**src/rtl/cdb_arbiter.sv**
```systemverilog
// CDB arbiter: two skid FIFOs (ALU, LSB) feeding one registered common data bus
// through a round-robin grant, with bypass of an empty FIFO and a ROB flush.

// Small circular FIFO used once per producer; entries are {rob_id, result}.
module cdb_arbiter_fifo #(
  parameter int unsigned DEPTH = 4,
  parameter int unsigned W     = 37
) (
  input  logic                       clk,
  input  logic                       rst_n,
  input  logic                       en,
  input  logic                       flush,
  input  logic                       wr,
  input  logic [W-1:0]               wr_data,
  input  logic                       rd,
  output logic [W-1:0]               rd_data,
  output logic [$clog2(DEPTH):0]     count
);

  localparam int unsigned PTR_W = $clog2(DEPTH);
  localparam int unsigned CNT_W = PTR_W + 1;

  logic [W-1:0]     mem_q [DEPTH];
  logic [W-1:0]     mem_d [DEPTH];
  logic [PTR_W-1:0] wr_ptr_q, wr_ptr_d;
  logic [PTR_W-1:0] rd_ptr_q, rd_ptr_d;
  logic [CNT_W-1:0] count_q, count_d;

  assign rd_data = mem_q[rd_ptr_q];
  assign count   = count_q;

  // Next-state: flush wins over push/pop; pointers wrap naturally (DEPTH is a power of 2).
  always_comb begin
    mem_d    = mem_q;
    wr_ptr_d = wr_ptr_q;
    rd_ptr_d = rd_ptr_q;
    count_d  = count_q;
    if (en) begin
      if (flush) begin
        wr_ptr_d = '0;
        rd_ptr_d = '0;
        count_d  = '0;
      end else begin
        if (wr) begin
          mem_d[wr_ptr_q] = wr_data;
          wr_ptr_d        = wr_ptr_q + PTR_W'(1);
        end
        if (rd) begin
          rd_ptr_d = rd_ptr_q + PTR_W'(1);
        end
        case ({wr, rd})
          2'b10:   count_d = count_q + CNT_W'(1);
          2'b01:   count_d = count_q - CNT_W'(1);
          default: count_d = count_q;
        endcase
      end
    end
  end

  // State register with asynchronous clear.
  always_ff @(posedge clk or negedge rst_n) begin
    if (!rst_n) begin
      mem_q    <= '{default: '0};
      wr_ptr_q <= '0;
      rd_ptr_q <= '0;
      count_q  <= '0;
    end else begin
      mem_q    <= mem_d;
      wr_ptr_q <= wr_ptr_d;
      rd_ptr_q <= rd_ptr_d;
      count_q  <= count_d;
    end
  end

endmodule

module cdb_arbiter #(
  parameter int unsigned DEPTH  = 4,
  parameter int unsigned DATA_W = 32,
  parameter int unsigned ID_W   = 5
) (
  input  logic              clk,
  input  logic              rst_n,
  input  logic              rdy,
  input  logic              wrong_commit,
  input  logic              alu_valid,
  input  logic [DATA_W-1:0] alu_res,
  input  logic [ID_W-1:0]   alu_rob_id,
  output logic              alu_ready,
  input  logic              lsb_valid,
  input  logic [DATA_W-1:0] lsb_res,
  input  logic [ID_W-1:0]   lsb_rob_id,
  output logic              lsb_ready,
  output logic              cdb_valid,
  output logic [DATA_W-1:0] cdb_res,
  output logic [ID_W-1:0]   cdb_rob_id,
  output logic              cdb_src,
  output logic              overflow,
  output logic [15:0]       contend_cnt
);

  localparam int unsigned CNT_W = $clog2(DEPTH) + 1;
  localparam int unsigned E_W   = ID_W + DATA_W;

  typedef enum logic {
    SRC_ALU = 1'b0,
    SRC_LSB = 1'b1
  } src_e;

  logic [CNT_W-1:0] alu_count, lsb_count;
  logic [E_W-1:0]   alu_head, lsb_head;
  logic             alu_push, lsb_push;
  logic             alu_cand, lsb_cand;
  logic [E_W-1:0]   alu_cand_data, lsb_cand_data;
  logic             any_cand, both_cand;
  src_e             win_src;
  logic [E_W-1:0]   win_data;
  logic             advance;
  logic             alu_pop, lsb_pop, alu_wr, lsb_wr;

  logic              cdb_valid_q, cdb_valid_d;
  logic [DATA_W-1:0] cdb_res_q, cdb_res_d;
  logic [ID_W-1:0]   cdb_rob_id_q, cdb_rob_id_d;
  src_e              cdb_src_q, cdb_src_d;
  src_e              last_grant_q, last_grant_d;
  logic              overflow_q, overflow_d;
  logic [15:0]       contend_cnt_q, contend_cnt_d;

  assign alu_ready = rdy && (alu_count < CNT_W'(DEPTH));
  assign lsb_ready = rdy && (lsb_count < CNT_W'(DEPTH));

  // Accepted pushes: tag 0 is silently dropped, and a flush discards same-cycle pushes.
  assign alu_push = alu_valid && alu_ready && (alu_rob_id != '0) && !wrong_commit;
  assign lsb_push = lsb_valid && lsb_ready && (lsb_rob_id != '0) && !wrong_commit;

  // A source's candidate is its FIFO head, or the incoming push only when the FIFO is empty.
  assign alu_cand      = (alu_count != '0) || alu_push;
  assign lsb_cand      = (lsb_count != '0) || lsb_push;
  assign alu_cand_data = (alu_count != '0) ? alu_head : {alu_rob_id, alu_res};
  assign lsb_cand_data = (lsb_count != '0) ? lsb_head : {lsb_rob_id, lsb_res};
  assign advance       = rdy && !wrong_commit;

  // Round-robin grant plus FIFO pop/write decisions; a granted bypass never enters the FIFO.
  always_comb begin
    any_cand  = alu_cand || lsb_cand;
    both_cand = alu_cand && lsb_cand;
    if (both_cand) begin
      win_src = (last_grant_q == SRC_LSB) ? SRC_ALU : SRC_LSB;
    end else if (lsb_cand) begin
      win_src = SRC_LSB;
    end else begin
      win_src = SRC_ALU;
    end
    win_data = (win_src == SRC_LSB) ? lsb_cand_data : alu_cand_data;
    alu_pop  = advance && alu_cand && (win_src == SRC_ALU) && (alu_count != '0);
    lsb_pop  = advance && lsb_cand && (win_src == SRC_LSB) && (lsb_count != '0);
    alu_wr   = alu_push && !((win_src == SRC_ALU) && (alu_count == '0));
    lsb_wr   = lsb_push && !((win_src == SRC_LSB) && (lsb_count == '0));
  end

  cdb_arbiter_fifo #(
    .DEPTH (DEPTH),
    .W     (E_W)
  ) u_alu_fifo (
    .clk     (clk),
    .rst_n   (rst_n),
    .en      (rdy),
    .flush   (wrong_commit),
    .wr      (alu_wr),
    .wr_data ({alu_rob_id, alu_res}),
    .rd      (alu_pop),
    .rd_data (alu_head),
    .count   (alu_count)
  );

  cdb_arbiter_fifo #(
    .DEPTH (DEPTH),
    .W     (E_W)
  ) u_lsb_fifo (
    .clk     (clk),
    .rst_n   (rst_n),
    .en      (rdy),
    .flush   (wrong_commit),
    .wr      (lsb_wr),
    .wr_data ({lsb_rob_id, lsb_res}),
    .rd      (lsb_pop),
    .rd_data (lsb_head),
    .count   (lsb_count)
  );

  // Output register, grant history, sticky overflow and contention counter.
  always_comb begin
    cdb_valid_d   = cdb_valid_q;
    cdb_res_d     = cdb_res_q;
    cdb_rob_id_d  = cdb_rob_id_q;
    cdb_src_d     = cdb_src_q;
    last_grant_d  = last_grant_q;
    contend_cnt_d = contend_cnt_q;
    overflow_d    = overflow_q;
    if (rdy) begin
      overflow_d = overflow_q || (alu_valid && !alu_ready) || (lsb_valid && !lsb_ready);
      if (wrong_commit) begin
        cdb_valid_d  = 1'b0;
        last_grant_d = SRC_LSB;
      end else if (any_cand) begin
        cdb_valid_d  = 1'b1;
        cdb_res_d    = win_data[DATA_W-1:0];
        cdb_rob_id_d = win_data[E_W-1:DATA_W];
        cdb_src_d    = win_src;
        if (both_cand) begin
          last_grant_d = win_src;
          if (contend_cnt_q != '1) begin
            contend_cnt_d = contend_cnt_q + 16'd1;
          end
        end
      end else begin
        cdb_valid_d = 1'b0;
      end
    end
  end

  // Output/state flops with asynchronous clear; ALU wins the first tie after reset.
  always_ff @(posedge clk or negedge rst_n) begin
    if (!rst_n) begin
      cdb_valid_q   <= 1'b0;
      cdb_res_q     <= '0;
      cdb_rob_id_q  <= '0;
      cdb_src_q     <= SRC_ALU;
      last_grant_q  <= SRC_LSB;
      overflow_q    <= 1'b0;
      contend_cnt_q <= '0;
    end else begin
      cdb_valid_q   <= cdb_valid_d;
      cdb_res_q     <= cdb_res_d;
      cdb_rob_id_q  <= cdb_rob_id_d;
      cdb_src_q     <= cdb_src_d;
      last_grant_q  <= last_grant_d;
      overflow_q    <= overflow_d;
      contend_cnt_q <= contend_cnt_d;
    end
  end

  assign cdb_valid   = cdb_valid_q;
  assign cdb_res     = cdb_res_q;
  assign cdb_rob_id  = cdb_rob_id_q;
  assign cdb_src     = cdb_src_q;
  assign overflow    = overflow_q;
  assign contend_cnt = contend_cnt_q;

endmodule

```
**config.mk**
```make
export PLATFORM = sky130hd
export DESIGN_NAME = cdb_arbiter
export DESIGN_NICKNAME = d
export VERILOG_FILES = /design/src/rtl/cdb_arbiter.sv
export SDC_FILE = /design/constraint.sdc
export NUM_CORES = 1
export LEC_CHECK = 0
export BUFFER_PORTS_ARGS = -buffer_cell sky130_fd_sc_hd__buf_2
export CORE_ASPECT_RATIO = 0.9
export CORE_UTILIZATION = 35
export DETAILED_ROUTE_END_ITERATION = 10
export SLEW_MARGIN = 20
export SYNTH_ARGS = -nofsm -noshare
export SYNTH_HDL_FRONTEND = slang
export SYNTH_HIERARCHICAL = 1
export SYNTH_SLANG_ARGS = --single-unit
```
**constraint.sdc**
```tcl
create_clock -name clk -period 3 [get_ports clk]
set_clock_uncertainty 0.15 [all_clocks]
set_input_delay 0.3 -clock clk [delete_from_list [all_inputs] [get_ports clk]]
set_output_delay 0.3 -clock clk [all_outputs]
set_load 0.005 [all_outputs]
```
# Word-level counts from Yosys, hierarchy flattened
# Index checks and enable logic that the tools add are counted.
# W data, S select, Z words.
# word_totals
regBits,367
inputBits,80
output_inout_bits,58
wordCells,143
# classes
addsub,9
magnitude_cmp,8
n_eq_ne,5
muxes,35
bitwise,6
reduce_logical,59
# op_table
operator,count
$mux W37,9
$bwmux W148,2
$bmux W37 S2,2
$demux W37 S2,2
$logic_and A1 B1 Y1,24
$add A16 B1 Y16 const B,1
$mux W2,8
$ne A16 B16 Y1 const B,1
$ge A3 B3 Y1 const B,4
$not A2 Y3,4
$pmux W3 S2,2
$reduce_and A2 Y1,6
$reduce_and A3 Y1,4
$reduce_bool A2 Y1,6
$reduce_bool A3 Y1,4
$reduce_bool A5 Y1,2
$add A2 B1 Y2 const B,4
$mux W1,8
$add A3 B1 Y3 const B,2
$logic_not A3 Y1,2
$lt A3 B1 Y1 const B,2
$lt A3 B3 Y1 const B,2
$mux W3,2
$sub A3 B1 Y3 const B,2
other kinds (6),17

# Depth between registers and ports, before layout
# Gate-level depths: netlist of the first run.
# depth
depth_word,15
ltp_mapped,12
ltp_nobuf,10

# Modules after synthesis
# Netlist of the first run, hierarchy kept.
# by_module_without_submodules
module,instances,cells_each,area_each_um2,seq_area_each_um2
cdb_arbiter_fifo (u_alu_fifo),1,412,7532.2,3878.7
cdb_arbiter_fifo (u_lsb_fifo),1,410,7503.4,3878.7
cdb_arbiter,1,311,3654.8,1427.6

# Worst setup path after synthesis of the first run
# No wires, ideal clock.
# synth_timing
kind,register to register
start,reg u_lsb_fifo.count_q[0] (netlist: u_lsb_fifo/count[0])
end,reg u_lsb_fifo.count_q[2] (netlist: u_lsb_fifo/count[2])
setup_ns,0.069
arrival_ns,3.040
required_time_ns,2.781
setup_slack_ns,-0.259
path_stages_with_launch,10
n_path_buf,2
period_less_slack_ns,3.259
path_cell_list,dfrtp_1 > nor3_1 > clkbuf_1 > a211oi_1 > clkbuf_2 > and2b_1 > fa_1 > or3b_1 > a2111o_1 > nand3_1
# synth_via
word_cells_on_any_way,25
classes_between,add/sub (2); order compare (1); eq/ne (2); mux (4); reduce/logical (16)
# synth_lines
element,line_no,text
start: declaration,27,"logic [CNT_W-1:0] count_q, count_d;"
start signal: assignment,71,count_q <= count_d;
$lt A3 B3 Y1,130,assign lsb_ready = rdy && (lsb_count < CNT_W'(DEPTH));
$logic_and A1 B1 Y1,130,
$logic_and A1 B1 Y1 (3 in a row),134,assign lsb_push = lsb_valid && lsb_ready && (lsb_rob_id != '0) && !wrong_commit;
$logic_or A1 B1 Y1,138,assign lsb_cand = (lsb_count != '0) || lsb_push;
$mux W1 / $logic_and A1 B1 Y1 (equally long branches),"149, 146",
$mux W1,147,if (both_cand) begin
$logic_and A1 B1 Y1,156,lsb_pop = advance && lsb_cand && (win_src == SRC_LSB) && (lsb_count != '0);
$logic_and A1 B1 Y1 *,156,
net lsb_pop,119,"logic alu_pop, lsb_pop, alu_wr, lsb_wr;"
$eq A2 B1 Y1 / $eq A2 B2 Y1 (equally long branches),51,"case ({wr, rd})"
$pmux W3 S2 / $reduce_bool A3 Y1 (equally long branches),--,
$mux W3 / $reduce_and A2 Y1 (equally long branches),--,
# Mark *: on every way through the listed nets, which the timed path passes. The rest lies on a longest branch.
# A chain may end at the register's enable or synchronous reset.

# Worst setup path after layout of the first run
# layout_timing
start,in lsb_rob_id[1]
end,reg u_alu_fifo/mem_q[5] (netlist name)
# layout_via
elab_chain_len,11
word_cells_on_any_way,12
classes_between,mux (2); bitwise (1); reduce/logical (9)
# layout_rtl
element,line_no,text
start: declaration,92,"input logic [ID_W-1:0] lsb_rob_id,"
$reduce_bool A5 Y1 *,134,
$logic_and A1 B1 Y1 * (2 in a row),134,
$logic_or A1 B1 Y1 *,138,
$mux W1 / $logic_and A1 B1 Y1 (equally long branches),"149, 146",
$mux W1 *,147,
$not A1 Y1 *,157,alu_wr = alu_push && !((win_src == SRC_ALU) && (alu_count == '0));
$logic_and A1 B1 Y1 *,157,
$logic_not A1 Y1 *,157,
$logic_and A1 B1 Y1 *,157,
net alu_wr,119,
$reduce_and A3 Y1 (no line) *,--,
end signal: assignment,68,mem_q <= mem_d;
end: declaration,23,logic [W-1:0] mem_q [DEPTH];
# Marks and branches as above.

==> run_summary.xml, run 1 <==
<?xml version="1.0" encoding="UTF-8"?>
<metrics>
  <group name="outcome">
    <metric name="outcome" unit="">complete, no violations</metric>
  </group>
  <group name="sta">
    <metric name="period_share" unit="%">96.68</metric>
    <metric name="max_slew.worst_pin.slew" unit="ps">819.1</metric>
    <metric name="tns" unit="ps">0</metric>
    <metric name="final-setup-viol-count" unit="">0</metric>
    <metric name="clock.fmax" unit="GHz">0.3448</metric>
    <metric name="final-max-slew-violation-count" unit="">0</metric>
    <metric name="final_period_minus_worst_setup_slack" unit="ps">2901</metric>
    <metric name="max-slew-margin-rel" unit="%">45.40</metric>
    <metric name="hold-worst-slack" unit="ps">66.53</metric>
    <metric name="final_critical_path_setup_slack" unit="ps">99.46</metric>
    <metric name="report.final.hold_viol_count" unit="">0</metric>
  </group>
  <group name="synthesis">
    <metric name="netlist-cell-type-count" unit="">55</metric>
    <metric name="ys.flop_type" unit="">sky130_fd_sc_hd__dfrtp_1</metric>
    <metric name="syn_nets" unit="">1224</metric>
    <metric name="yosys_register_bits" unit="">367</metric>
    <metric name="yosysMostFrequentCell" unit="">sky130_fd_sc_hd__dfrtp_1</metric>
    <metric name="yosys_warnings" unit="">6</metric>
    <metric name="synth_cells" unit="">1133</metric>
    <metric name="asyncSetResetFlopFracSynth" unit="%">100.0</metric>
    <metric name="synth.top_cells.by_count" unit="">366 x sky130_fd_sc_hd__dfrtp_1, 240 x sky130_fd_sc_hd__mux2_4, 112 x sky130_fd_sc_hd__mux2i_1</metric>
    <metric name="synth_area_per_cell" unit="µm²">16.50</metric>
    <metric name="synth.area.top_cells" unit="">sky130_fd_sc_hd__dfrtp_1 49%, sky130_fd_sc_hd__mux2_4 19%, sky130_fd_sc_hd__mux4_2 8.9%, sky130_fd_sc_hd__mux2i_1 6.0%, sky130_fd_sc_hd__mux2_2 5.8%</metric>
    <metric name="synth_edf_count" unit="">0</metric>
    <metric name="netlist_area" unit="µm²">18690</metric>
    <metric name="top_cell_type_s_share_of_synthesized_area" unit="%">49.00</metric>
    <metric name="synth_top_area_cell" unit="">sky130_fd_sc_hd__dfrtp_1</metric>
    <metric name="synth-seq-area-share" unit="%">49.14</metric>
  </group>
  <group name="floorplan">
    <metric name="start_util" unit="%">35.81</metric>
    <metric name="fp.dieArea" unit="µm²">54330</metric>
    <metric name="chipHeight" unit="µm">221.2</metric>
    <metric name="top_level_ports" unit="">138</metric>
    <metric name="die_width" unit="µm">245.6</metric>
    <metric name="num_rows" unit="">79</metric>
    <metric name="std_cell_core_area" unit="µm²">52190</metric>
  </group>
  <group name="critical_path">
    <metric name="timing.critical_path.from_type" unit="">input pin</metric>
    <metric name="crit_path_max_incr_delay" unit="ps">550</metric>
    <metric name="path_cells" unit="">dlygate4sd3_1 -&gt; buf_2 -&gt; or4_4 -&gt; o21ai_1 -&gt; buf_4 -&gt; a211oi_4 -&gt; nor2b_1 -&gt; nor3_1 -&gt; buf_4 -&gt; nand2b_4 -&gt; nor2_8 -&gt; buf_6 -&gt; nand2_8 -&gt; clkbuf_16 -&gt; mux2_2</metric>
    <metric name="endpoint_kind" unit="">register</metric>
    <metric name="worst-setup-path-type" unit="">in -&gt; reg</metric>
    <metric name="cp_data_required_time" unit="ps">3280</metric>
    <metric name="crit_path_top_delay_cell" unit="">sky130_fd_sc_hd__or4_4</metric>
    <metric name="critPathMostFrequentCell" unit="">sky130_fd_sc_hd__buf_4</metric>
    <metric name="reg2regPathDepth" unit="">13</metric>
    <metric name="endpoint_arrival_time_on_the_critical_path" unit="ps">3180</metric>
    <metric name="critical_path.max_fanout" unit="">9</metric>
  </group>
  <group name="clock_network">
    <metric name="cts-buffers-inserted" unit="">41</metric>
    <metric name="cts_sinks" unit="">367</metric>
    <metric name="worst_skew_pair.late_latency" unit="ps">570</metric>
    <metric name="clk_path_buf_depth" unit="">3</metric>
    <metric name="cts.root.buffer_cell" unit="">sky130_fd_sc_hd__clkbuf_16</metric>
    <metric name="cts_tree" unit="">done</metric>
    <metric name="cts.clk_slew.worst_paths" unit="ps">60</metric>
    <metric name="ctsHtreeMaxLevel" unit="">2</metric>
  </group>
  <group name="placement">
    <metric name="routabilityCongestion" unit="">0.7383</metric>
    <metric name="numPortBuffers" unit="">137</metric>
    <metric name="worst_slack_after_detailed_placement" unit="ps">-28.88</metric>
    <metric name="placed_cells" unit="">1959</metric>
    <metric name="post-dp-hpwl" unit="µm">29070</metric>
  </group>
  <group name="pwr">
    <metric name="powerDensity" unit="nW/µm²">833.2</metric>
    <metric name="leakagePower" unit="nW">11.50</metric>
    <metric name="vdd_drop_max" unit="mV">0.6264</metric>
    <metric name="power_report.internal_total" unit="mW">13.17</metric>
    <metric name="swShare" unit="%">30.71</metric>
    <metric name="switching_power_of_the_nets" unit="mW">5.839</metric>
    <metric name="share_comb_of_total_power" unit="%">36.0</metric>
    <metric name="power.sequential.fraction" unit="%">36.9</metric>
    <metric name="p_clk_share" unit="%">27.1</metric>
  </group>
  <group name="route">
    <metric name="drt_pre_antenna_iters" unit="">5</metric>
    <metric name="wl_per_cell" unit="µm">21.03</metric>
    <metric name="via_per_inst" unit="">5.013</metric>
    <metric name="route.final.wire_length" unit="µm">44440</metric>
    <metric name="antenna_violating_nets_post_route" unit="">0</metric>
    <metric name="vias" unit="">10590</metric>
    <metric name="drc_errors" unit="">0</metric>
    <metric name="detail_route.iter0.violations" unit="">498</metric>
  </group>
  <group name="worst_hold_path">
    <metric name="timing.hold.worst_path_depth" unit="">4</metric>
    <metric name="hold_class" unit="">in -&gt; reg</metric>
  </group>
  <group name="cells_and_area">
    <metric name="antenna_cells" unit="">0</metric>
    <metric name="multi_input_area" unit="µm²">8783</metric>
    <metric name="regArea" unit="µm²">9190</metric>
    <metric name="layout_area_overhead" unit="%">22.08</metric>
    <metric name="post_route_cells_drive_above_1_share" unit="%">50.25</metric>
    <metric name="stdcell_count" unit="">2113</metric>
    <metric name="fillerInstances" unit="">4690</metric>
    <metric name="finalNetCount" unit="">1488</metric>
  </group>
  <group name="global_route">
    <metric name="antenna_found_initial" unit="">4</metric>
    <metric name="global_route.usage.met2" unit="%">26.98</metric>
    <metric name="first_global_vias" unit="">11840</metric>
    <metric name="gr-usage-all-layers" unit="%">16.75</metric>
    <metric name="gr-max-usage-layer" unit="">met2</metric>
    <metric name="grt_util_met1" unit="%">23.15</metric>
    <metric name="grt_max_degree" unit="">84</metric>
    <metric name="grt_first_pass_wirelength" unit="µm">70970</metric>
    <metric name="global_route.usage.met3" unit="%">3.032</metric>
    <metric name="grt_overflow" unit="">0</metric>
  </group>
  <group name="job">
    <metric name="cap_violations" unit="">0</metric>
  </group>
</metrics>
==> layer usage <==
layer / vias to the layer above / routed length (µm)
met5: - / 49
met4: 8 / 915
met3: 65 / 1657
met2: 164 / 21080
met1: 5628 / 20730
li1: 4728 / -
==> stage by stage <==
step | util (%) | instance area [µm²] | power, mW
6_report | 43.72 | 22820 | 19.01
5_1_grt | 43.72 | 22820 | 20.07
4_1_cts | 43.38 | 22640 | 19.23
3_5_place_dp | 39.30 | 20510 | 13.87
3_3_place_gp | 39.30 | 20510 | 13.75
2_1_floorplan | - | 18720 | 11.88
==> critical path: cells and delay by family <==
| kind | cells | cell delay [ps] |
|---|---|---|
| buffers and inverters | 6 | 1330 |
| multiplexers | 1 | 330 |
| AND/OR/NAND/NOR | 6 | 1000 |
| AO/OA/AOI/OAI | 2 | 200 |
==> area by class of cell <==
| type | count | share of cell area (%) |
|---|---|---|
| sequential | 367 | 40.28 |
| clock buffer | 57 | 5.292 |
| timing repair buffer | 288 | 11.20 |
| multi-input combinational | 684 | 38.50 |
| inverter | 15 | 0.2468 |
| tap | 688 | 3.773 |
| clock inverter | 14 | 0.7184 |
==> worst paths after layout <==
path                                     startpoint                   end  slack [ps]
worst max register to register  u_lsb_fifo/count[2]  u_alu_fifo/mem_q[25]         110
worst max-delay path                  lsb_rob_id[1]   u_alu_fifo/mem_q[5]         100
worst min register to register             overflow              overflow         330
max in group asynchronous                     rst_n            cdb_res[3]        1560
min in group asynchronous                     rst_n           cdb_res[18]         220
worst min-delay path                      alu_valid              overflow          70
==> timing repair <==
action	4_1_cts	5_1_grt
gates resized for setup	0	10
hold buffers	76	0
hold endpoints to repair	375	0
setup buffers	0	4
endpoints found under the setup margin	0	154
==> power groups by stage <==
stage,registers [mW],logic [mW],clock network [mW]
4_1_cts,7.00,6.93,5.30
3_5_place_dp,7.05,6.82,0
3_3_place_gp,7.02,6.73,0
5_1_grt,7.17,7.40,5.50
6_report,7.01,6.84,5.16
2_1_floorplan,6.84,5.04,0
==> cell usage in the layout (no fill, tap or decap), drive strengths merged, types with 3 or more instances in the layout <==
| cell | Yosys | routed |
|---|---|---|
| nor2b | 10 | 10 |
| dlygate4sd3 | 0 | 74 |
| nand2 | 26 | 26 |
| nand3 | 13 | 13 |
| o22ai | 6 | 6 |
| a31oi | 3 | 3 |
| clkinv | 0 | 10 |
| mux2 | 337 | 337 |
| nand2b | 3 | 3 |
| nor3 | 5 | 5 |
| nor2 | 8 | 8 |
| buf | 49 | 209 |
| xnor2 | 15 | 15 |
| mux4 | 74 | 74 |
| ha | 9 | 9 |
| and3 | 10 | 10 |
| clkbuf | 18 | 60 |
| nand4 | 6 | 6 |
| dfrtp | 366 | 366 |
| mux2i | 112 | 112 |
| inv | 15 | 16 |
| a21oi | 4 | 4 |
| bufinv | 0 | 3 |
| o21ai | 11 | 11 |
==> logic make-up (layout without fill, tap and decap cells) <==
| kind of cell | after synthesis | in the layout | synth area share [%] |
|---|---|---|---|
| multiplexers | 523 | 523 | 40.04 |
| flip-flops | 367 | 367 | 49.14 |
| AND/OR/NAND/NOR | 94 | 94 | 3.521 |
| buffers and inverters | 82 | 374 | 4.231 |
| AO/OA/AOI/OAI | 39 | 39 | 1.453 |
| XOR/XNOR | 17 | 17 | 0.7967 |
| adder cells (fa/ha/maj) | 11 | 11 | 0.8167 |
==> registers in the layout, summed over array words and instances, names as in the netlist <==
signal / cells
cdb_src: 1
last_grant_q: 1
u_alu_fifo/rd_ptr_q: 2
cdb_valid: 1
u_lsb_fifo/wr_ptr_q: 2
u_alu_fifo/mem_q: 148
u_alu_fifo/wr_ptr_q: 2
u_lsb_fifo/count: 3
u_lsb_fifo/mem_q: 148
cdb_rob_id: 5
contend_cnt: 16
u_lsb_fifo/rd_ptr_q: 2
overflow: 1
cdb_res: 32
u_alu_fifo/count: 3
Power figures use the tool's default switching activity.
==> inputs of run 2 (changes only) <==
--- a/config.mk
+++ b/config.mk
@@ -12,5 +12,4 @@
 export SLEW_MARGIN = 20
 export SYNTH_ARGS = -nofsm -noshare
 export SYNTH_HDL_FRONTEND = slang
-export SYNTH_HIERARCHICAL = 1
 export SYNTH_SLANG_ARGS = --single-unit
==> run 2 against run 1 <==
Die area decreased by 6.3%; critical path depth decreased by 3; critical path type unchanged; worst setup slack improved by 33 ps; highest routed layer unchanged; first-iteration DRC count increased by 56%; largest power group is now combinational logic; sequential share of layout area increased by 2.8 points.
==> run_summary.xml, run 2 <==
<?xml version="1.0" encoding="UTF-8"?>
<metrics>
  <group name="route">
    <metric name="via_per_inst" unit="">5.212</metric>
    <metric name="drc_errors" unit="">0</metric>
    <metric name="wl_per_cell" unit="µm">20.11</metric>
    <metric name="route.final.wire_length" unit="µm">45160</metric>
    <metric name="antenna_violating_nets_post_route" unit="">0</metric>
    <metric name="detail_route.iter0.violations" unit="">779</metric>
    <metric name="drt_pre_antenna_iters" unit="">4</metric>
    <metric name="vias" unit="">11700</metric>
  </group>
  <group name="placement">
    <metric name="placed_cells" unit="">2092</metric>
    <metric name="routabilityCongestion" unit="">0.8227</metric>
    <metric name="post-dp-hpwl" unit="µm">29390</metric>
    <metric name="worst_slack_after_detailed_placement" unit="ps">73.52</metric>
    <metric name="numPortBuffers" unit="">137</metric>
  </group>
  <group name="synthesis">
    <metric name="synth.top_cells.by_count" unit="">366 x sky130_fd_sc_hd__dfrtp_1, 207 x sky130_fd_sc_hd__nand2_1, 172 x sky130_fd_sc_hd__mux2_2</metric>
    <metric name="netlist_area" unit="µm²">17500</metric>
    <metric name="asyncSetResetFlopFracSynth" unit="%">100.0</metric>
    <metric name="synth-xor-area-share" unit="%">0.8508</metric>
    <metric name="post_synthesis_adder_cell_area_fraction" unit="%">0.7864</metric>
    <metric name="synth-seq-area-share" unit="%">52.48</metric>
    <metric name="synth.area.top_cells" unit="">sky130_fd_sc_hd__dfrtp_1 52%, sky130_fd_sc_hd__mux2_2 11%, sky130_fd_sc_hd__mux4_2 9.5%, sky130_fd_sc_hd__mux2_1 8.3%, sky130_fd_sc_hd__nand2_1 4.4%</metric>
    <metric name="yosysMostFrequentCell" unit="">sky130_fd_sc_hd__dfrtp_1</metric>
    <metric name="yosys_warnings" unit="">0</metric>
    <metric name="synth_cells" unit="">1319</metric>
    <metric name="combinational_family_with_the_most_area_after_synthesis" unit="">multiplexers</metric>
    <metric name="synth_top_area_cell" unit="">sky130_fd_sc_hd__dfrtp_1</metric>
    <metric name="top_cell_type_s_share_of_synthesized_area" unit="%">52.33</metric>
    <metric name="synth_compound_area_share" unit="%">4.669</metric>
    <metric name="synth_simple_gate_area_share" unit="%">9.087</metric>
    <metric name="synth.area.mux_share" unit="%">29.01</metric>
    <metric name="yosys_register_bits" unit="">367</metric>
    <metric name="ys.flop_type" unit="">sky130_fd_sc_hd__dfrtp_1</metric>
    <metric name="syn_nets" unit="">1410</metric>
    <metric name="synth_area_per_cell" unit="µm²">13.27</metric>
    <metric name="netlist-cell-type-count" unit="">61</metric>
    <metric name="synth_edf_count" unit="">0</metric>
  </group>
  <group name="worst_hold_path">
    <metric name="holdCritStartpoint" unit="">lsb_rob_id[4]</metric>
    <metric name="hold_class" unit="">in -&gt; reg</metric>
  </group>
  <group name="floorplan">
    <metric name="start_util" unit="%">35.55</metric>
    <metric name="std_cell_core_area" unit="µm²">49230</metric>
    <metric name="num_rows" unit="">77</metric>
    <metric name="die_width" unit="µm">237.7</metric>
    <metric name="chipHeight" unit="µm">214.1</metric>
    <metric name="top_level_ports" unit="">138</metric>
    <metric name="fp.dieArea" unit="µm²">50900</metric>
  </group>
  <group name="critical_path">
    <metric name="endpoint_kind" unit="">register</metric>
    <metric name="cp_data_required_time" unit="ps">3310</metric>
    <metric name="endpoint_arrival_time_on_the_critical_path" unit="ps">3180</metric>
    <metric name="worst-setup-path-type" unit="">in -&gt; reg</metric>
    <metric name="critical_path.max_fanout" unit="">7</metric>
    <metric name="timing.rr.start" unit="">u_alu_fifo.count[2]</metric>
    <metric name="setup.worst_path.start" unit="">alu_rob_id[1]</metric>
    <metric name="timing.critical_path.from_type" unit="">input pin</metric>
  </group>
  <group name="cells_and_area">
    <metric name="finalNetCount" unit="">1634</metric>
    <metric name="post_route_cells_drive_above_1_share" unit="%">33.55</metric>
    <metric name="antenna_cells" unit="">0</metric>
    <metric name="mostFrequentLayoutCells" unit="">363 x sky130_fd_sc_hd__dfrtp_1, 207 x sky130_fd_sc_hd__nand2_1, 172 x sky130_fd_sc_hd__mux2_2, 135 x sky130_fd_sc_hd__buf_2, 129 x sky130_fd_sc_hd__mux2_1</metric>
    <metric name="stdcell_count" unit="">2245</metric>
    <metric name="post-route-util" unit="%">43.32</metric>
    <metric name="fillerInstances" unit="">4519</metric>
    <metric name="layout_commonest_cell" unit="">sky130_fd_sc_hd__dfrtp_1</metric>
    <metric name="regArea" unit="µm²">9189</metric>
    <metric name="multi_input_area" unit="µm²">7820</metric>
    <metric name="layout_area_overhead" unit="%">21.86</metric>
  </group>
  <group name="sta">
    <metric name="clock.fmax" unit="GHz">0.3487</metric>
    <metric name="rsz_0062_raised_after_global_routing" unit="">yes</metric>
    <metric name="max-slew-margin-rel" unit="%">55.95</metric>
    <metric name="final_period_minus_worst_setup_slack" unit="ps">2868</metric>
    <metric name="period_share" unit="%">95.60</metric>
    <metric name="final-setup-viol-count" unit="">0</metric>
    <metric name="report.final.hold_viol_count" unit="">0</metric>
    <metric name="final_critical_path_setup_slack" unit="ps">132.0</metric>
    <metric name="max_slew.worst_pin.slew" unit="ps">660.8</metric>
    <metric name="tns" unit="ps">0</metric>
    <metric name="final-max-slew-violation-count" unit="">0</metric>
  </group>
  <group name="clock_network">
    <metric name="cts.clk_slew.worst_paths" unit="ps">60</metric>
    <metric name="cts-buffers-inserted" unit="">39</metric>
    <metric name="cts_sinks" unit="">367</metric>
    <metric name="clk_path_buf_depth" unit="">3</metric>
    <metric name="cts_tree" unit="">done</metric>
    <metric name="worst_skew_pair.late_latency" unit="ps">550</metric>
    <metric name="cts.root.buffer_cell" unit="">sky130_fd_sc_hd__clkbuf_16</metric>
    <metric name="ctsHtreeMaxLevel" unit="">2</metric>
  </group>
  <group name="job">
    <metric name="cap_violations" unit="">0</metric>
  </group>
  <group name="global_route">
    <metric name="grt_max_degree" unit="">100</metric>
    <metric name="first_global_vias" unit="">12520</metric>
    <metric name="antenna_found_initial" unit="">3</metric>
    <metric name="grt_first_pass_wirelength" unit="µm">72590</metric>
    <metric name="grt_overflow" unit="">0</metric>
    <metric name="gr-usage-all-layers" unit="%">18.19</metric>
  </group>
  <group name="pwr">
    <metric name="powerDensity" unit="nW/µm²">1007</metric>
    <metric name="vdd_drop_max" unit="mV">0.6340</metric>
    <metric name="leakagePower" unit="nW">9.890</metric>
  </group>
  <group name="outcome">
    <metric name="outcome" unit="">complete, no violations</metric>
  </group>
</metrics>
-- run 2: metal layers --
layer / vias up / GRT usage [%] / routed length [µm]
met1: 6133 / 24.95 / 20380
met4: 6 / 4.280 / 827
met5: - / 0 / 34
met3: 53 / 3.051 / 2039
li1: 5243 / - / -
met2: 267 / 30.01 / 21870
-- run 2: cell type report --
cell class,instances,area share [%]
Multi-Input combinational cell,848,36.67
Timing Repair Buffer,271,9.915
Clock inverter,10,0.5221
Inverter,16,0.2816
Clock buffer,62,5.591
Tap cell,671,3.937
Sequential cell,367,43.09
-- run 2: repair_timing --
| item | CTS | global route |
|---|---|---|
| hold buffers | 78 | 0 |
| setup buffers | 0 | 4 |
| hold endpoints to repair | 360 | 0 |
| endpoints found under the setup margin | 0 | 2 |
| gates resized for setup | 0 | 7 |
-- run 2: logic make-up after synthesis --
family                     Yosys count
AOI/OAI and AO/OA                  102
DFF                                367
muxes                              377
xor gates and xnor gates            17
buffers and inverters              104
adders and majority gates           11
and+or+nand+nor                    341
-- run 2: path summary, 6_finish.rpt --
path / endpoint / slack (ps) / cells after the start
worst min register to register: cdb_res[25] / 320 / 2
max in group asynchronous: u_lsb_fifo.mem_q[123] / 1660 / 3
min in group asynchronous: u_alu_fifo.mem_q[140] / 140 / 2
worst min-delay path: u_lsb_fifo.mem_q[147] / 120 / 2
worst max register to register: u_lsb_fifo.count[2] / 180 / 10
worst max-delay path: u_lsb_fifo.count[2] / 130 / 12
-- run 2: critical path, cell delays in order --
cell and delay [ps]:
sky130_fd_sc_hd__dlygate4sd3_1 550, sky130_fd_sc_hd__buf_2 170, sky130_fd_sc_hd__or4_1 590, sky130_fd_sc_hd__o211ai_1 280, sky130_fd_sc_hd__nand4_1 200, sky130_fd_sc_hd__xnor2_1 200, sky130_fd_sc_hd__ha_2 260, sky130_fd_sc_hd__inv_1 50
sky130_fd_sc_hd__o211a_1 100, sky130_fd_sc_hd__o211ai_1 150, sky130_fd_sc_hd__a32oi_1 140, sky130_fd_sc_hd__nor3b_1 200
-- run 2: through the flow --
| step | hold WS [ps] | total power [mW] | area [µm²] |
|---|---|---|---|
| 2_1_floorplan | -145.6 | 13.52 | 17510 |
| 3_3_place_gp | 111.0 | 16.37 | 19190 |
| 3_5_place_dp | 113.5 | 16.62 | 19190 |
| 4_1_cts | 93.20 | 21.72 | 21280 |
| 5_1_grt | 123.1 | 22.85 | 21330 |
| 6_report | 124.7 | 21.48 | 21330 |
-- run 2: power by group --
group / switching [mW] / internal, mW / leakage, nW / total (mW)
clock: 2.00 / 2.91 / 0.647 / 4.91
combinational: 4.48 / 4.22 / 4.46 / 8.69
sequential: 1.09 / 6.79 / 4.78 / 7.88
==> inputs of run 3 (changes only) <==
--- a/config.mk
+++ b/config.mk
@@ -7,7 +7,7 @@
 export LEC_CHECK = 0
 export BUFFER_PORTS_ARGS = -buffer_cell sky130_fd_sc_hd__buf_2
 export CORE_ASPECT_RATIO = 0.9
-export CORE_UTILIZATION = 35
+export CORE_UTILIZATION = 42
 export DETAILED_ROUTE_END_ITERATION = 10
 export SLEW_MARGIN = 20
 export SYNTH_ARGS = -nofsm -noshare
==> run 3 against run 2 <==
Sequential share of layout area increased by 0.44 points; via count decreased by 1.6%; sequential power is essentially flat; critical endpoint is now u_alu_fifo.count[2]; worst setup slack lost 48 ps; non-clock buffer count fell by 9; global-route usage increased by 2.7 points.
==> run_summary.xml, run 3 (synthesized netlist as in run 2, its figures left out) <==
<?xml version="1.0" encoding="UTF-8"?>
<metrics>
  <group name="global_route">
    <metric name="grt_first_pass_wirelength" unit="µm">69240</metric>
    <metric name="grt_overflow" unit="">0</metric>
    <metric name="global_route.usage.met2" unit="%">33.88</metric>
    <metric name="global_route.usage.met3" unit="%">3.690</metric>
    <metric name="grt_util_met1" unit="%">29.16</metric>
    <metric name="grt_max_degree" unit="">75</metric>
    <metric name="gr-max-usage-layer" unit="">met2</metric>
    <metric name="antenna_found_initial" unit="">1</metric>
    <metric name="gr-usage-all-layers" unit="%">20.92</metric>
    <metric name="first_global_vias" unit="">11980</metric>
  </group>
  <group name="route">
    <metric name="detail_route.iter0.violations" unit="">793</metric>
    <metric name="drc_errors" unit="">0</metric>
    <metric name="wl_per_cell" unit="µm">20.70</metric>
    <metric name="route.final.wire_length" unit="µm">43500</metric>
    <metric name="drt_pre_antenna_iters" unit="">6</metric>
    <metric name="via_per_inst" unit="">5.479</metric>
    <metric name="vias" unit="">11520</metric>
    <metric name="antenna_violating_nets_post_route" unit="">0</metric>
  </group>
  <group name="critical_path">
    <metric name="crit_path_max_incr_delay" unit="ps">560</metric>
    <metric name="timing.critical_path.from_type" unit="">input pin</metric>
    <metric name="path_cells" unit="">dlygate4sd3_1 -&gt; buf_2 -&gt; or4_4 -&gt; o211a_4 -&gt; o211ai_4 -&gt; nand4_1 -&gt; xnor2_1 -&gt; ha_1 -&gt; nor3_2 -&gt; and3_1 -&gt; a211oi_1 -&gt; a211oi_1</metric>
    <metric name="critPathMostFrequentCell" unit="">sky130_fd_sc_hd__a211oi_1</metric>
    <metric name="critical_path.max_fanout" unit="">6</metric>
    <metric name="crit_path_top_delay_cell" unit="">sky130_fd_sc_hd__or4_4</metric>
    <metric name="endpoint_arrival_time_on_the_critical_path" unit="ps">3210</metric>
    <metric name="timing.critical_path.depth" unit="">12</metric>
    <metric name="cp_data_required_time" unit="ps">3300</metric>
    <metric name="cp_delay_by_family_top" unit="">simple AND/OR/NAND/NOR gates</metric>
    <metric name="reg2regPathDepth" unit="">10</metric>
    <metric name="critical_path_buf_inv_count" unit="">2</metric>
    <metric name="worst-setup-path-type" unit="">in -&gt; reg</metric>
    <metric name="reg2reg_setup_slack" unit="ps">220</metric>
    <metric name="endpoint_kind" unit="">register</metric>
  </group>
  <group name="cells_and_area">
    <metric name="regArea" unit="µm²">9189</metric>
    <metric name="post_route_cells_drive_above_1_share" unit="%">33.31</metric>
    <metric name="mostFrequentLayoutCells" unit="">363 x sky130_fd_sc_hd__dfrtp_1, 207 x sky130_fd_sc_hd__nand2_1, 172 x sky130_fd_sc_hd__mux2_2, 136 x sky130_fd_sc_hd__buf_2, 129 x sky130_fd_sc_hd__mux2_1</metric>
    <metric name="finalNetCount" unit="">1625</metric>
    <metric name="layout_commonest_cell" unit="">sky130_fd_sc_hd__dfrtp_1</metric>
    <metric name="multi_input_area" unit="µm²">7811</metric>
    <metric name="stdcell_count" unit="">2102</metric>
    <metric name="layout_area_overhead" unit="%">20.64</metric>
    <metric name="fillerInstances" unit="">3590</metric>
    <metric name="post-route-util" unit="%">51.73</metric>
  </group>
  <group name="job">
    <metric name="cap_violations" unit="">0</metric>
  </group>
  <group name="sta">
    <metric name="hold-worst-slack" unit="ps">32.41</metric>
    <metric name="period_share" unit="%">97.20</metric>
    <metric name="rsz_0062_raised_after_global_routing" unit="">yes</metric>
    <metric name="max-slew-margin-rel" unit="%">56.49</metric>
    <metric name="clock.fmax" unit="GHz">0.3429</metric>
    <metric name="final_period_minus_worst_setup_slack" unit="ps">2916</metric>
    <metric name="max_slew.worst_pin.slew" unit="ps">652.6</metric>
    <metric name="final-setup-viol-count" unit="">0</metric>
    <metric name="final-max-slew-violation-count" unit="">0</metric>
    <metric name="report.final.hold_viol_count" unit="">0</metric>
    <metric name="tns" unit="ps">0</metric>
  </group>
  <group name="floorplan">
    <metric name="die_width" unit="µm">217.2</metric>
    <metric name="chipHeight" unit="µm">195.7</metric>
    <metric name="top_level_ports" unit="">138</metric>
    <metric name="start_util" unit="%">42.88</metric>
    <metric name="std_cell_core_area" unit="µm²">40810</metric>
    <metric name="fp.dieArea" unit="µm²">42490</metric>
    <metric name="num_rows" unit="">70</metric>
  </group>
  <group name="clock_network">
    <metric name="cts.clk_slew.worst_paths" unit="ps">60</metric>
    <metric name="cts_sinks" unit="">367</metric>
    <metric name="cts-buffers-inserted" unit="">39</metric>
    <metric name="cts.root.buffer_cell" unit="">sky130_fd_sc_hd__clkbuf_16</metric>
    <metric name="postCtsSetupBuffers" unit="">0</metric>
    <metric name="clk_path_buf_depth" unit="">3</metric>
    <metric name="worst_skew_pair.late_latency" unit="ps">540</metric>
    <metric name="cts_tree" unit="">done</metric>
    <metric name="ctsHtreeMaxLevel" unit="">2</metric>
  </group>
  <group name="pwr">
    <metric name="power_report.internal_total" unit="mW">13.95</metric>
    <metric name="swShare" unit="%">35.05</metric>
    <metric name="powerDensity" unit="nW/µm²">1017</metric>
    <metric name="power.sequential.fraction" unit="%">36.8</metric>
    <metric name="switching_power_of_the_nets" unit="mW">7.527</metric>
    <metric name="leakagePower" unit="nW">9.857</metric>
    <metric name="vdd_drop_max" unit="mV">0.5713</metric>
    <metric name="share_comb_of_total_power" unit="%">40.5</metric>
    <metric name="p_clk_share" unit="%">22.8</metric>
  </group>
  <group name="worst_hold_path">
    <metric name="timing.hold.worst_path_depth" unit="">3</metric>
    <metric name="hold_class" unit="">in -&gt; reg</metric>
  </group>
  <group name="placement">
    <metric name="placed_cells" unit="">1957</metric>
    <metric name="routabilityCongestion" unit="">0.8205</metric>
    <metric name="numPortBuffers" unit="">137</metric>
    <metric name="post-dp-hpwl" unit="µm">27670</metric>
  </group>
  <group name="outcome">
    <metric name="outcome" unit="">complete, no violations</metric>
  </group>
</metrics>
run 3: cell count changes in the layout (fill, tap and decap cells not counted), sizes merged:
| cell | previous run | this run |
|---|---|---|
| dlygate4sd3 | 77 | 76 |
| diode | 0 | 1 |
| buf | 193 | 186 |
| dlymetal6s4s | 1 | 0 |
| clkbuf | 62 | 56 |
| clkinv | 6 | 10 |
| inv | 18 | 16 |
run 3: path summary, 6_finish.rpt:
path                                               to           startpoint
min in group asynchronous       u_alu_fifo.mem_q[145]                rst_n
worst max register to register    u_lsb_fifo.count[2]  u_alu_fifo.count[2]
max in group asynchronous        u_alu_fifo.mem_q[83]                rst_n
worst max-delay path              u_alu_fifo.count[2]        lsb_rob_id[2]
worst min-delay path            u_lsb_fifo.mem_q[107]        lsb_rob_id[1]
worst min register to register            cdb_res[30]          cdb_res[30]
run 3: routing by layer:
metal  routed length (µm)  vias to the layer above  part of all wire [%]
met4                  813                        0                   1.9
met5                    0                        -                     0
li1                     -                     5234                     -
met2                20590                      249                    47
met1                20040                     5981                    46
met3                 2058                       52                   4.7
run 3: area by class of cell:
| cell class | count | area share (%) |
|---|---|---|
| Antenna cell | 1 | 0.01185 |
| Clock buffer | 56 | 5.600 |
| Clock inverter | 12 | 0.5393 |
| Inverter | 16 | 0.2845 |
| Multi-Input combinational cell | 848 | 37.00 |
| Sequential cell | 367 | 43.52 |
| Tap cell | 540 | 3.200 |
| Timing Repair Buffer | 262 | 9.844 |
run 3: stage by stage:
| step | total power [mW] | setup slack [ps] | instance area [µm²] |
|---|---|---|---|
| floorplan | 13.52 | 18.79 | 17510 |
| global placement | 16.48 | 94.63 | 19040 |
| detailed placement | 16.68 | 123.2 | 19040 |
| CTS | 21.75 | 65.65 | 21100 |
| global route | 22.86 | -86.21 | 21110 |
| finish | 21.48 | 83.98 | 21110 |
run 3: tightest hold or removal path, stage by stage:
cell and delay, ps:
sky130_fd_sc_hd__buf_2 120, sky130_fd_sc_hd__buf_4 130, sky130_fd_sc_hd__mux2_2 140
run 3: timing repair:
| item | CTS | global route |
|---|---|---|
| hold buffers | 76 | 0 |
| resized for setup | 0 | 4 |
| hold endpoints to repair | 359 | 0 |
| endpoints found under the setup margin | 0 | 4 |
run 3: power groups by stage:
stage               sequential (mW)  combinational (mW)  clock, mW
floorplan                      7.52                6.00          0
global placement               7.88                8.60          0
detailed placement             7.95                8.73          0
CTS                            7.89                8.84       5.02
global route                   8.13                9.51       5.22
finish                         7.90                8.69       4.89
